`src/rtl/pc_sequencer_pkg.sv`:
```
`default_nettype none
// ============================================================================
//  Module   : pc_sequencer_pkg
//  Purpose  : Shared encodings for the PC sequencer and the instruction
//             decoder: next-PC select codes, sequencer states, fault codes,
//             and the branch-offset helper.
//  Revision : 1.0  initial release
// ============================================================================
package pc_sequencer_pkg;

    // Next-PC select encodings, shared with the decoder
    localparam logic [1:0] NPC_PC4    = 2'b00;
    localparam logic [1:0] NPC_BRANCH = 2'b01;
    localparam logic [1:0] NPC_JMP    = 2'b10;
    localparam logic [1:0] NPC_JR     = 2'b11;

    // Sticky fault codes
    localparam logic [1:0] FAULT_NONE     = 2'b00;
    localparam logic [1:0] FAULT_MISALIGN = 2'b01;
    localparam logic [1:0] FAULT_TIMEOUT  = 2'b10;

    // Sequencer states
    typedef enum logic [2:0] {
        IDLE  = 3'd0,
        FETCH = 3'd1,
        ISSUE = 3'd2,
        EXEC  = 3'd3,
        HALT  = 3'd4
    } state_e;

    // Word offset -> sign-extended byte offset
    function automatic logic [31:0] branch_byte_offset(input logic [15:0] imm);
        return {{14{imm[15]}}, imm, 2'b00};
    endfunction

endpackage
`default_nettype wire

```
`src/rtl/pc_sequencer_if.sv`:
```
`default_nettype none
// ============================================================================
//  Module   : pc_sequencer_if
//  Purpose  : Bundles the instruction-memory handshake, the decode handoff
//             and the execute-completion / redirect inputs of the sequencer.
//             master = sequencer side, slave = memory/decode/execute side.
//  Revision : 1.0  initial release
// ============================================================================
interface pc_sequencer_if;

    // Instruction memory
    logic        imem_req;
    logic [31:0] imem_addr;
    logic        imem_ack;
    logic [31:0] imem_rdata;

    // Decode handoff
    logic        ir_valid;
    logic [31:0] ir;
    logic        ir_ready;

    // Execute completion and redirect information
    logic        ex_done;
    logic [1:0]  npc_sel;
    logic        br_taken;
    logic [15:0] br_imm;
    logic [25:0] j_addr;
    logic [31:0] jr_target;

    // Architectural state visible to the core
    logic [31:0] pc;
    logic [31:0] pc4;
    logic [1:0]  fault;

    modport master (
        output imem_req, imem_addr, ir_valid, ir, pc, pc4, fault,
        input  imem_ack, imem_rdata, ir_ready, ex_done, npc_sel,
               br_taken, br_imm, j_addr, jr_target
    );

    modport slave (
        input  imem_req, imem_addr, ir_valid, ir, pc, pc4, fault,
        output imem_ack, imem_rdata, ir_ready, ex_done, npc_sel,
               br_taken, br_imm, j_addr, jr_target
    );

endinterface
`default_nettype wire

```
`src/rtl/pc_sequencer_npc_calc.sv`:
```
`default_nettype none
// ============================================================================
//  Module   : npc_calc
//  Purpose  : Combinational next-PC target selection (sequential, branch,
//             jump, register jump) with misalignment detection on JR.
//  Revision : 1.0  initial release
// ============================================================================
module npc_calc
    import pc_sequencer_pkg::*;
(
    input  wire logic [31:0] pc4,
    input  wire logic [1:0]  npc_sel,
    input  wire logic        br_taken,
    input  wire logic [15:0] br_imm,
    input  wire logic [25:0] j_addr,
    input  wire logic [31:0] jr_target,
    output logic      [31:0] target,
    output logic             misaligned
);

    // Target select; all arithmetic wraps at 32 bits
    always_comb begin
        target = pc4;
        case (npc_sel)
            NPC_PC4:    target = pc4;
            NPC_BRANCH: target = br_taken ? (pc4 + branch_byte_offset(br_imm)) : pc4;
            // Region bits come from the current pc4, never a stale target
            NPC_JMP:    target = {pc4[31:28], j_addr, 2'b00};
            NPC_JR:     target = jr_target;
            default:    target = pc4;
        endcase
        // Only a register target can carry low address bits
        misaligned = (npc_sel == NPC_JR) && (target[1:0] != 2'b00);
    end

endmodule
`default_nettype wire

```
`src/rtl/pc_sequencer.sv`:
```
`default_nettype none
// ============================================================================
//  Module   : pc_sequencer
//  Purpose  : Multi-cycle fetch/sequence controller owning the architectural
//             PC. Fetches one instruction at a time, hands it to decode,
//             waits for execute completion, then applies the next PC.
//             Flags misaligned JR targets and fetch timeouts (sticky, HALT).
//  Options  : BRANCH_DELAY_SLOT_EN - when defined, redirects are deferred by
//             one instruction (MIPS delay slot) through a pending register.
//  Revision : 1.0  initial release
// ============================================================================
module pc_sequencer
    import pc_sequencer_pkg::*;
#(
    parameter logic [31:0] RESET_PC    = 32'h0000_0000,
    parameter int unsigned ACK_TIMEOUT = 16
) (
    input  wire logic      clk,
    input  wire logic      rst_n,
    pc_sequencer_if.master bus
);

    localparam logic [7:0] TIMEOUT_LIMIT = ACK_TIMEOUT[7:0];

    state_e      state_q, state_d;
    logic [31:0] pc_q, pc_d;
    logic [31:0] ir_q, ir_d;
    logic [1:0]  fault_q, fault_d;
    logic [7:0]  cnt_q, cnt_d;

    logic [31:0] pc4;
    logic [31:0] target;
    logic        misaligned;
    logic [7:0]  cnt_inc;

`ifdef BRANCH_DELAY_SLOT_EN
    logic        pend_vld_q, pend_vld_d;
    logic [31:0] pend_tgt_q, pend_tgt_d;
    logic        redirect;
`endif

    assign pc4     = pc_q + 32'd4;
    assign cnt_inc = cnt_q + 8'd1;

    npc_calc u_npc_calc (
        .pc4        (pc4),
        .npc_sel    (bus.npc_sel),
        .br_taken   (bus.br_taken),
        .br_imm     (bus.br_imm),
        .j_addr     (bus.j_addr),
        .jr_target  (bus.jr_target),
        .target     (target),
        .misaligned (misaligned)
    );

`ifdef BRANCH_DELAY_SLOT_EN
    // Any select that leaves the sequential path goes through the delay slot
    assign redirect = (bus.npc_sel == NPC_JMP) || (bus.npc_sel == NPC_JR) ||
                      ((bus.npc_sel == NPC_BRANCH) && bus.br_taken);
`endif

    // State register and architectural state, cleared asynchronously
    always_ff @(posedge clk or negedge rst_n) begin
        if (!rst_n) begin
            state_q    <= IDLE;
            pc_q       <= RESET_PC;
            ir_q       <= 32'h0000_0000;
            fault_q    <= FAULT_NONE;
            cnt_q      <= 8'd0;
`ifdef BRANCH_DELAY_SLOT_EN
            pend_vld_q <= 1'b0;
            pend_tgt_q <= 32'h0000_0000;
`endif
        end else begin
            state_q    <= state_d;
            pc_q       <= pc_d;
            ir_q       <= ir_d;
            fault_q    <= fault_d;
            cnt_q      <= cnt_d;
`ifdef BRANCH_DELAY_SLOT_EN
            pend_vld_q <= pend_vld_d;
            pend_tgt_q <= pend_tgt_d;
`endif
        end
    end

    // Next-state, fetch timeout and next-PC application
    always_comb begin
        state_d    = state_q;
        pc_d       = pc_q;
        ir_d       = ir_q;
        fault_d    = fault_q;
        cnt_d      = cnt_q;
`ifdef BRANCH_DELAY_SLOT_EN
        pend_vld_d = pend_vld_q;
        pend_tgt_d = pend_tgt_q;
`endif
        case (state_q)
            IDLE: begin
                state_d = FETCH;
            end
            FETCH: begin
                // Ack is checked first so it wins over a coincident expiry
                if (bus.imem_ack) begin
                    ir_d    = bus.imem_rdata;
                    cnt_d   = 8'd0;
                    state_d = ISSUE;
                end else begin
                    cnt_d = cnt_inc;
                    if (cnt_inc == TIMEOUT_LIMIT) begin
                        fault_d = FAULT_TIMEOUT;
                        state_d = HALT;
                    end
                end
            end
            ISSUE: begin
                if (bus.ir_ready) begin
                    state_d = EXEC;
                end
            end
            EXEC: begin
                if (bus.ex_done) begin
`ifdef BRANCH_DELAY_SLOT_EN
                    if (pend_vld_q) begin
                        // Delay-slot instruction: its own select is ignored
                        pc_d       = pend_tgt_q;
                        pend_vld_d = 1'b0;
                        state_d    = FETCH;
                    end else if (misaligned) begin
                        fault_d = FAULT_MISALIGN;
                        state_d = HALT;
                    end else if (redirect) begin
                        pc_d       = pc4;
                        pend_vld_d = 1'b1;
                        pend_tgt_d = target;
                        state_d    = FETCH;
                    end else begin
                        pc_d    = pc4;
                        state_d = FETCH;
                    end
`else
                    if (misaligned) begin
                        fault_d = FAULT_MISALIGN;
                        state_d = HALT;
                    end else begin
                        pc_d    = target;
                        state_d = FETCH;
                    end
`endif
                end
            end
            HALT: begin
                state_d = HALT;
            end
            default: begin
                state_d = IDLE;
            end
        endcase
    end

    // Outputs decode directly from state and registers
    assign bus.imem_req  = (state_q == FETCH);
    assign bus.imem_addr = pc_q;
    assign bus.ir_valid  = (state_q == ISSUE);
    assign bus.ir        = ir_q;
    assign bus.pc        = pc_q;
    assign bus.pc4       = pc4;
    assign bus.fault     = fault_q;

endmodule
`default_nettype wire

```
`src/flat_wrapper.sv`:
```
// flat-port wrapper written by rule: the top's interface ports become plain ports
module pc_sequencer_flat import pc_sequencer_pkg::*;
#(
    parameter logic [31:0] RESET_PC    = 32'h0000_0000,
    parameter int unsigned ACK_TIMEOUT = 16
)
  (clk, rst_n, bus_imem_req, bus_imem_addr, bus_ir_valid, bus_ir, bus_pc, bus_pc4, bus_fault, bus_imem_ack, bus_imem_rdata, bus_ir_ready, bus_ex_done, bus_npc_sel, bus_br_taken, bus_br_imm, bus_j_addr, bus_jr_target);
  pc_sequencer_if bus_i ();
  input  wire logic clk;
  input  wire logic rst_n;
  output wire logic [$bits(bus_i.imem_req)-1:0] bus_imem_req;
  output wire logic [$bits(bus_i.imem_addr)-1:0] bus_imem_addr;
  output wire logic [$bits(bus_i.ir_valid)-1:0] bus_ir_valid;
  output wire logic [$bits(bus_i.ir)-1:0] bus_ir;
  output wire logic [$bits(bus_i.pc)-1:0] bus_pc;
  output wire logic [$bits(bus_i.pc4)-1:0] bus_pc4;
  output wire logic [$bits(bus_i.fault)-1:0] bus_fault;
  input wire logic [$bits(bus_i.imem_ack)-1:0] bus_imem_ack;
  input wire logic [$bits(bus_i.imem_rdata)-1:0] bus_imem_rdata;
  input wire logic [$bits(bus_i.ir_ready)-1:0] bus_ir_ready;
  input wire logic [$bits(bus_i.ex_done)-1:0] bus_ex_done;
  input wire logic [$bits(bus_i.npc_sel)-1:0] bus_npc_sel;
  input wire logic [$bits(bus_i.br_taken)-1:0] bus_br_taken;
  input wire logic [$bits(bus_i.br_imm)-1:0] bus_br_imm;
  input wire logic [$bits(bus_i.j_addr)-1:0] bus_j_addr;
  input wire logic [$bits(bus_i.jr_target)-1:0] bus_jr_target;
  assign bus_imem_req = bus_i.imem_req;
  assign bus_imem_addr = bus_i.imem_addr;
  assign bus_ir_valid = bus_i.ir_valid;
  assign bus_ir = bus_i.ir;
  assign bus_pc = bus_i.pc;
  assign bus_pc4 = bus_i.pc4;
  assign bus_fault = bus_i.fault;
  assign bus_i.imem_ack = bus_imem_ack;
  assign bus_i.imem_rdata = bus_imem_rdata;
  assign bus_i.ir_ready = bus_ir_ready;
  assign bus_i.ex_done = bus_ex_done;
  assign bus_i.npc_sel = bus_npc_sel;
  assign bus_i.br_taken = bus_br_taken;
  assign bus_i.br_imm = bus_br_imm;
  assign bus_i.j_addr = bus_j_addr;
  assign bus_i.jr_target = bus_jr_target;
  pc_sequencer #(.RESET_PC(RESET_PC), .ACK_TIMEOUT(ACK_TIMEOUT)) u_core (.clk(clk), .rst_n(rst_n), .bus(bus_i));
endmodule
```
`config.mk`:
```
export PLATFORM = sky130hd
export DESIGN_NAME = pc_sequencer_flat
export DESIGN_NICKNAME = d
export VERILOG_FILES = /design/src/rtl/pc_sequencer_pkg.sv /design/src/rtl/pc_sequencer_if.sv /design/src/rtl/pc_sequencer_npc_calc.sv /design/src/rtl/pc_sequencer.sv /design/src/flat_wrapper.sv
export SDC_FILE = /design/constraint.sdc
export NUM_CORES = 1
export LEC_CHECK = 0
export ABC_CLOCK_PERIOD_IN_PS = 4560
export BUFFER_PORTS_ARGS = -buffer_cell sky130_fd_sc_hd__buf_2
export CORE_ASPECT_RATIO = 0.9
export CORE_MARGIN = 4
export CORE_UTILIZATION = 30
export DETAILED_ROUTE_END_ITERATION = 8
export PLACE_DENSITY = 0.55
export SLEW_MARGIN = 20
export SYNTH_ARGS = -nofsm -noshare
export SYNTH_HDL_FRONTEND = slang
export SYNTH_HIERARCHICAL = 1
export SYNTH_SLANG_ARGS = --single-unit
```
`constraint.sdc`:
```
create_clock -name clk -period 4.56 [get_ports clk]
set_input_delay 0.912 -clock clk [delete_from_list [all_inputs] [get_ports clk]]
set_output_delay 0.912 -clock clk [all_outputs]
set_load 0.02 [all_outputs]
```
* After elaboration in Yosys (flattened, before gate mapping) *
Cells that the tools add are included.

word-level totals
  output and inout port bits = 132
  word-level logic and storage cells = 46
  register bits after elaboration = 77

cells by class
  reductions and logical operators = 9
  bitwise operators = 1
  multiplexer cells = 14
  add/sub/neg operators = 3
  equality and inequality tests = 14

operators with widths
  operator               count
  $pmux 32 s4            1
  $add 32x3->32 const B  1
  $add 32x32->32         1
  $mux 32                1
  $mux 3                 5
  $pmux 3 s5             1
  $add 8x1->8 const B    1
  $eq 8x5->1 const B     1
  $mux 2                 4
  $mux 8                 1
  $eq 3x2->1 const B     2
  $ne 2x1->1 const B     3
  $reduce_and 3->1       2
  $reduce_and 5->1       1
  $eq 2x2->1 const B     2
  $ne 2x2->1 const B     2
  $pmux 2 s2             1
  $reduce_bool 2->1      2
  $eq 3x1->1 const B     1
  $eq 3x3->1 const B     1
  $logic_not 3->1        1
  $ne 3x1->1 const B     1
  $eq 2x1->1 const B     1
  $logic_not 2->1        1
  other kinds (3)        3

* Longest topological paths before layout *
  word-level depth = 9
  depth in mapped cells = 15
  depth with buffers taken out = 15

* Hierarchy *
Netlist, hierarchy kept.

by module, submodules not included
  module        times used  seq. area each (sq um)  area each (sq um)  cells an instance
  pc_sequencer  1           1926.8                  3967.6             335
  npc_calc      1           0.0                     2691.3             389

* Least setup slack after synthesis *
No wires, ideal clock.

  path type = register -> register
  from = register u_core.pc_q[4] (netlist: u_core/bus.imem_addr[4])
  to = register u_core.pc_q[24] (netlist: u_core/bus.imem_addr[24])
  path slack = 464 ps
  stages on the path, launching flop included = 15
  setup time = 125 ps
  data arrival time = 3972 ps
  required time = 4435 ps
  cells stage by stage = dfrtp_1 nand3_1 or2_2 nor3_1 xor2_1 ha_1 a21o_1 o21bai_1 a2111o_1 a311o_1 a21oi_1 o21ai_1 xnor2_1 a31oi_1 mux2_2

between the ends
  longest elaborated chain between the ends = 4

RTL lines
  what                         line                         source
  from (decl)                  pc_sequencer.sv:26           logic [31:0] pc_q, pc_d;
  from (signal assigned)       pc_sequencer.sv:76           pc_q <= pc_d;
  $add 32x3->32                pc_sequencer.sv:42           assign pc4 = pc_q + 32'd4;
  named net bus_pc4[15]        flat_wrapper.sv:16           output wire logic [$bits(bus_i.pc4)-1:0] bus_pc4;
  $add 32x32->32               pc_sequencer_npc_calc.sv:26  NPC_BRANCH: target = br_taken ? (pc4 + branch_byte_offset(br_imm)) : pc4;
  $mux 32                      pc_sequencer_npc_calc.sv:26
  $pmux 32 s4                  pc_sequencer_npc_calc.sv:24  case (npc_sel)
  named net u_core.target[24]  pc_sequencer.sv:32           logic [31:0] target;

The timed path passes the listed nets, and every way through them passes these cells.
A chain may end at the register's enable or synchronous reset.

* Worst setup path after layout *
  from = register u_core.pc_q[4] (netlist: u_core/bus.imem_addr[4])
  to = register u_core.pc_q[24] (netlist: u_core/bus.imem_addr[24])

between the ends
  longest elaborated chain between the ends = 4

RTL lines
  what                         line
  $add 32x3->32 *              pc_sequencer.sv:42
  $add 32x32->32               pc_sequencer_npc_calc.sv:26
  $mux 32                      pc_sequencer_npc_calc.sv:26
  $pmux 32 s4 *                pc_sequencer_npc_calc.sv:24
  named net u_core.target[24]  pc_sequencer.sv:32

Mark *: on every way through the listed nets, which the timed path passes. The rest lies on a longest branch.

==> results.json <==
{
  "status": "complete, no violations",
  "holdBufCountCts": 0,
  "ant_nets": 0,
  "cp-end-kind": "register",
  "clk_latency_ps": 340,
  "synth_fp_nets": 870,
  "dieArea_sq_um": 24600,
  "reg2reg_to": "u_core/bus.imem_addr[24]",
  "avgSynthCellArea_sq_um": 9.20,
  "die_y_microns": 149,
  "grtUsageMet3": 0.0379,
  "drc": 0,
  "core.rowCount": 51,
  "switching_share": 0.506,
  "finalSetupTns_ps": 0,
  "layout.nets": 1083,
  "viasPerCell": 5.19,
  "io_pins": 246,
  "min_path_cells": 1,
  "grt_use_met2": 0.301,
  "critPathTopFamily": "compound AO/OA/AOI/OAI gates",
  "internal-power_mw": 3.08,
  "fmax_ghz": 0.231,
  "met1_usage": 0.264,
  "seq_power_share": 0.223,
  "drt_pre_antenna_iters": 5,
  "nFillCells": 2263,
  "place.port_buffers": 245,
  "place_ws_ps": 51.6,
  "vias": 6401,
  "period_needed_ps": 4340,
  "reg2reg_slack_ps": 220,
  "drt_iter0_markers": 326,
  "layout_common_cells": "244 x buf_2, 77 x dfrtp_1, 71 x mux2_2",
  "cp_slowest_stage_delay_ps": 470,
  "critPathRequiredTime_ps": 4790,
  "htreeDepth": 3,
  "maxCapViolations": 0,
  "p_per_area_nw_per_um2": 750,
  "rr_worst_depth": 14,
  "place_hpwl_microns": 18400,
  "timing.hold.ws_ps": 483,
  "synth-main-ff-cell": "dfrtp_1",
  "switchingPower_mw": 3.16,
  "clkPwrFrac": 0.124,
  "gr-total-overflow": 0,
  "track_usage": 0.189,
  "netlist_instances": 724,
  "syn_area_sq_um": 6660,
  "min_to": "u_core/bus.ir[15]",
  "place_congestion": 0.836,
  "cp_num_buf_inv": 0,
  "wl_per_cell_microns": 19.4,
  "grt_pass1_vias": 6313,
  "synth-edff-count": 0,
  "worst_slack_ps": 223,
  "drive_above_1_share": 0.401,
  "start_kind": "register",
  "hp-start": "u_core/bus.ir[15]",
  "num_antenna_cells": 0,
  "path_class": "reg -> reg",
  "hold_violations": 0,
  "worst_pin_slew_ps": 1020,
  "cts_tree": "yes",
  "fin_cells": 1233,
  "hold_path.class": "reg -> reg",
  "grt_most_used_layer": "met2",
  "cts_max_path_buffers": 2,
  "p_leak_nw": 3.96,
  "async_flop_share": 1.00,
  "grt_max_degree": 53,
  "setup_viol": 0,
  "yosysWarnings": 6,
  "antenna_found_initial": 0,
  "worstReg2RegStart": "u_core/bus.imem_addr[4]",
  "p_total_mw": 6.24,
  "cts_root_buf": "clkbuf_16",
  "ys_ff_latch": 77,
  "combPwrFrac": 0.653,
  "worstPathMaxFanout": 7,
  "slowest_stage": "dfrtp_1",
  "cts_num_sinks": 77,
  "die_x_microns": 165,
  "synth-seq-area-share": 0.289,
  "final_area_sq_um": 8320,
  "irDropWorstVdd_mv": 0.313,
  "slew_headroom": 0.318,
  "dp_cells": 1214,
  "syn_to_final_growth_pct": 25.0,
  "final_core_util": 0.382,
  "numCtsBuffers": 9,
  "yosysUniqueCellTypes": 73,
  "crit_chain": "nand3_1 > or2_2 > nor3_1 > xor2_1 > ha_1 > a21o_1 > o21bai_1 > a2111o_1 > a311o_1 > a21oi_1 > o21ai_1 > xnor2_1 > a31oi_1 > mux2_2",
  "worst-endpoint-arrival_ps": 4560,
  "clock_skew_ps": 9.43,
  "layout_commonest_cell": "buf_2",
  "routed_wl_microns": 23900,
  "grt_first_pass_wirelength_microns": 36200,
  "placed_area_sq_um": 7980,
  "core_area_sq_um": 21800,
  "min_period_over_period": 0.951,
  "path_clk_slew_ps": 70,
  "initial_core_util": 0.306,
  "slew_violations": 0
}
==> cells in the mapped netlist (9+ instances only) <==
library cell | instances | share of area
nand2_1 | 66 | 0.037
nand3_1 | 20 | 0.015
ha_1 | 31 | 0.058
clkbuf_1 | 10 | 0.0056
mux2_2 | 71 | 0.12
a21o_1 | 15 | 0.017
mux4_2 | 10 | 0.034
xor2_1 | 10 | 0.013
inv_1 | 20 | 0.011
buf_4 | 35 | 0.039
xnor2_1 | 38 | 0.050
nand4_1 | 9 | 0.0085
nor2_1 | 49 | 0.028
a21oi_1 | 49 | 0.037
o21bai_1 | 9 | 0.010
o21ai_0 | 40 | 0.030
dfrtp_1 | 77 | 0.29
nor2b_1 | 16 | 0.015
==> area by class of cell <==
type,count,area (sq um),share of cell area
clock buffers,9,225,0.0271
clock inverters,7,81.3,0.00977
inverters,20,75.1,0.00902
multi-input cells,566,4280,0.515
flip-flops and latches,77,1930,0.232
well taps,291,364,0.0438
repair buffers,263,1360,0.164
==> metal layers <==
metal  routed length (microns)  up-vias  part of all wire
li1                          -     3045                 -
met1                     11000     3057              0.46
met2                     10700      276              0.45
met3                      1800       23             0.075
met4                       384        0             0.016
met5                         0        -                 0
==> state kept, by name, indices dropped and copies added (netlist names) <==
| name | cells |
|---|---|
| u_core/state_q | 3 |
| u_core/bus.fault | 2 |
| u_core/cnt_q | 8 |
| u_core/bus.imem_addr | 32 |
| u_core/bus.ir | 32 |
==> what timing repair did <==
action                                  in CTS  in global routing
endpoints found under the setup margin       0                  3
gates resized for setup                      0                  2
setup buffers                                0                  3
==> power groups by stage <==
stage	clock (mW)	sequential, mW	combinational [mW]
6_report	0.772	1.39	4.08
5_1_grt	0.819	1.45	4.44
4_1_cts	0.796	1.39	4.08
3_5_place_dp	0	1.40	4.06
3_3_place_gp	0	1.38	4.07
2_1_floorplan	0	1.68	2.69
==> logic make-up (layout without fill, tap and decap cells) <==
group                    count (synthesis)  in the layout  share of synthesized area
multiplexers                            91             91                      0.169
flip-flops                              77             77                      0.289
buffers and inverters                   81            299                     0.0697
AO/OA/AOI/OAI                          182            182                      0.179
adder cells (fa/ha/maj)                 32             32                     0.0613
XOR/XNOR                                48             48                     0.0631
AND/OR/NAND/NOR                        213            213                      0.168
==> how the worst max path moves through the flow <==
stage	from	endpoint	slack [ps]	depth (start not counted)
finish	u_core/bus.imem_addr[4]	u_core/bus.imem_addr[24]	220	14
floorplan	u_core/bus.imem_addr[4]	u_core/bus.imem_addr[24]	460	14
detailed placement	u_core/bus.imem_addr[4]	u_core/bus.imem_addr[30]	50	14
global placement	u_core/bus.imem_addr[4]	u_core/bus.imem_addr[30]	80	14
global route	u_core/bus.imem_addr[4]	u_core/bus.imem_addr[24]	-9	14
CTS	u_core/bus.imem_addr[4]	u_core/bus.imem_addr[30]	5	14
(Power assumes the default switching activity.)
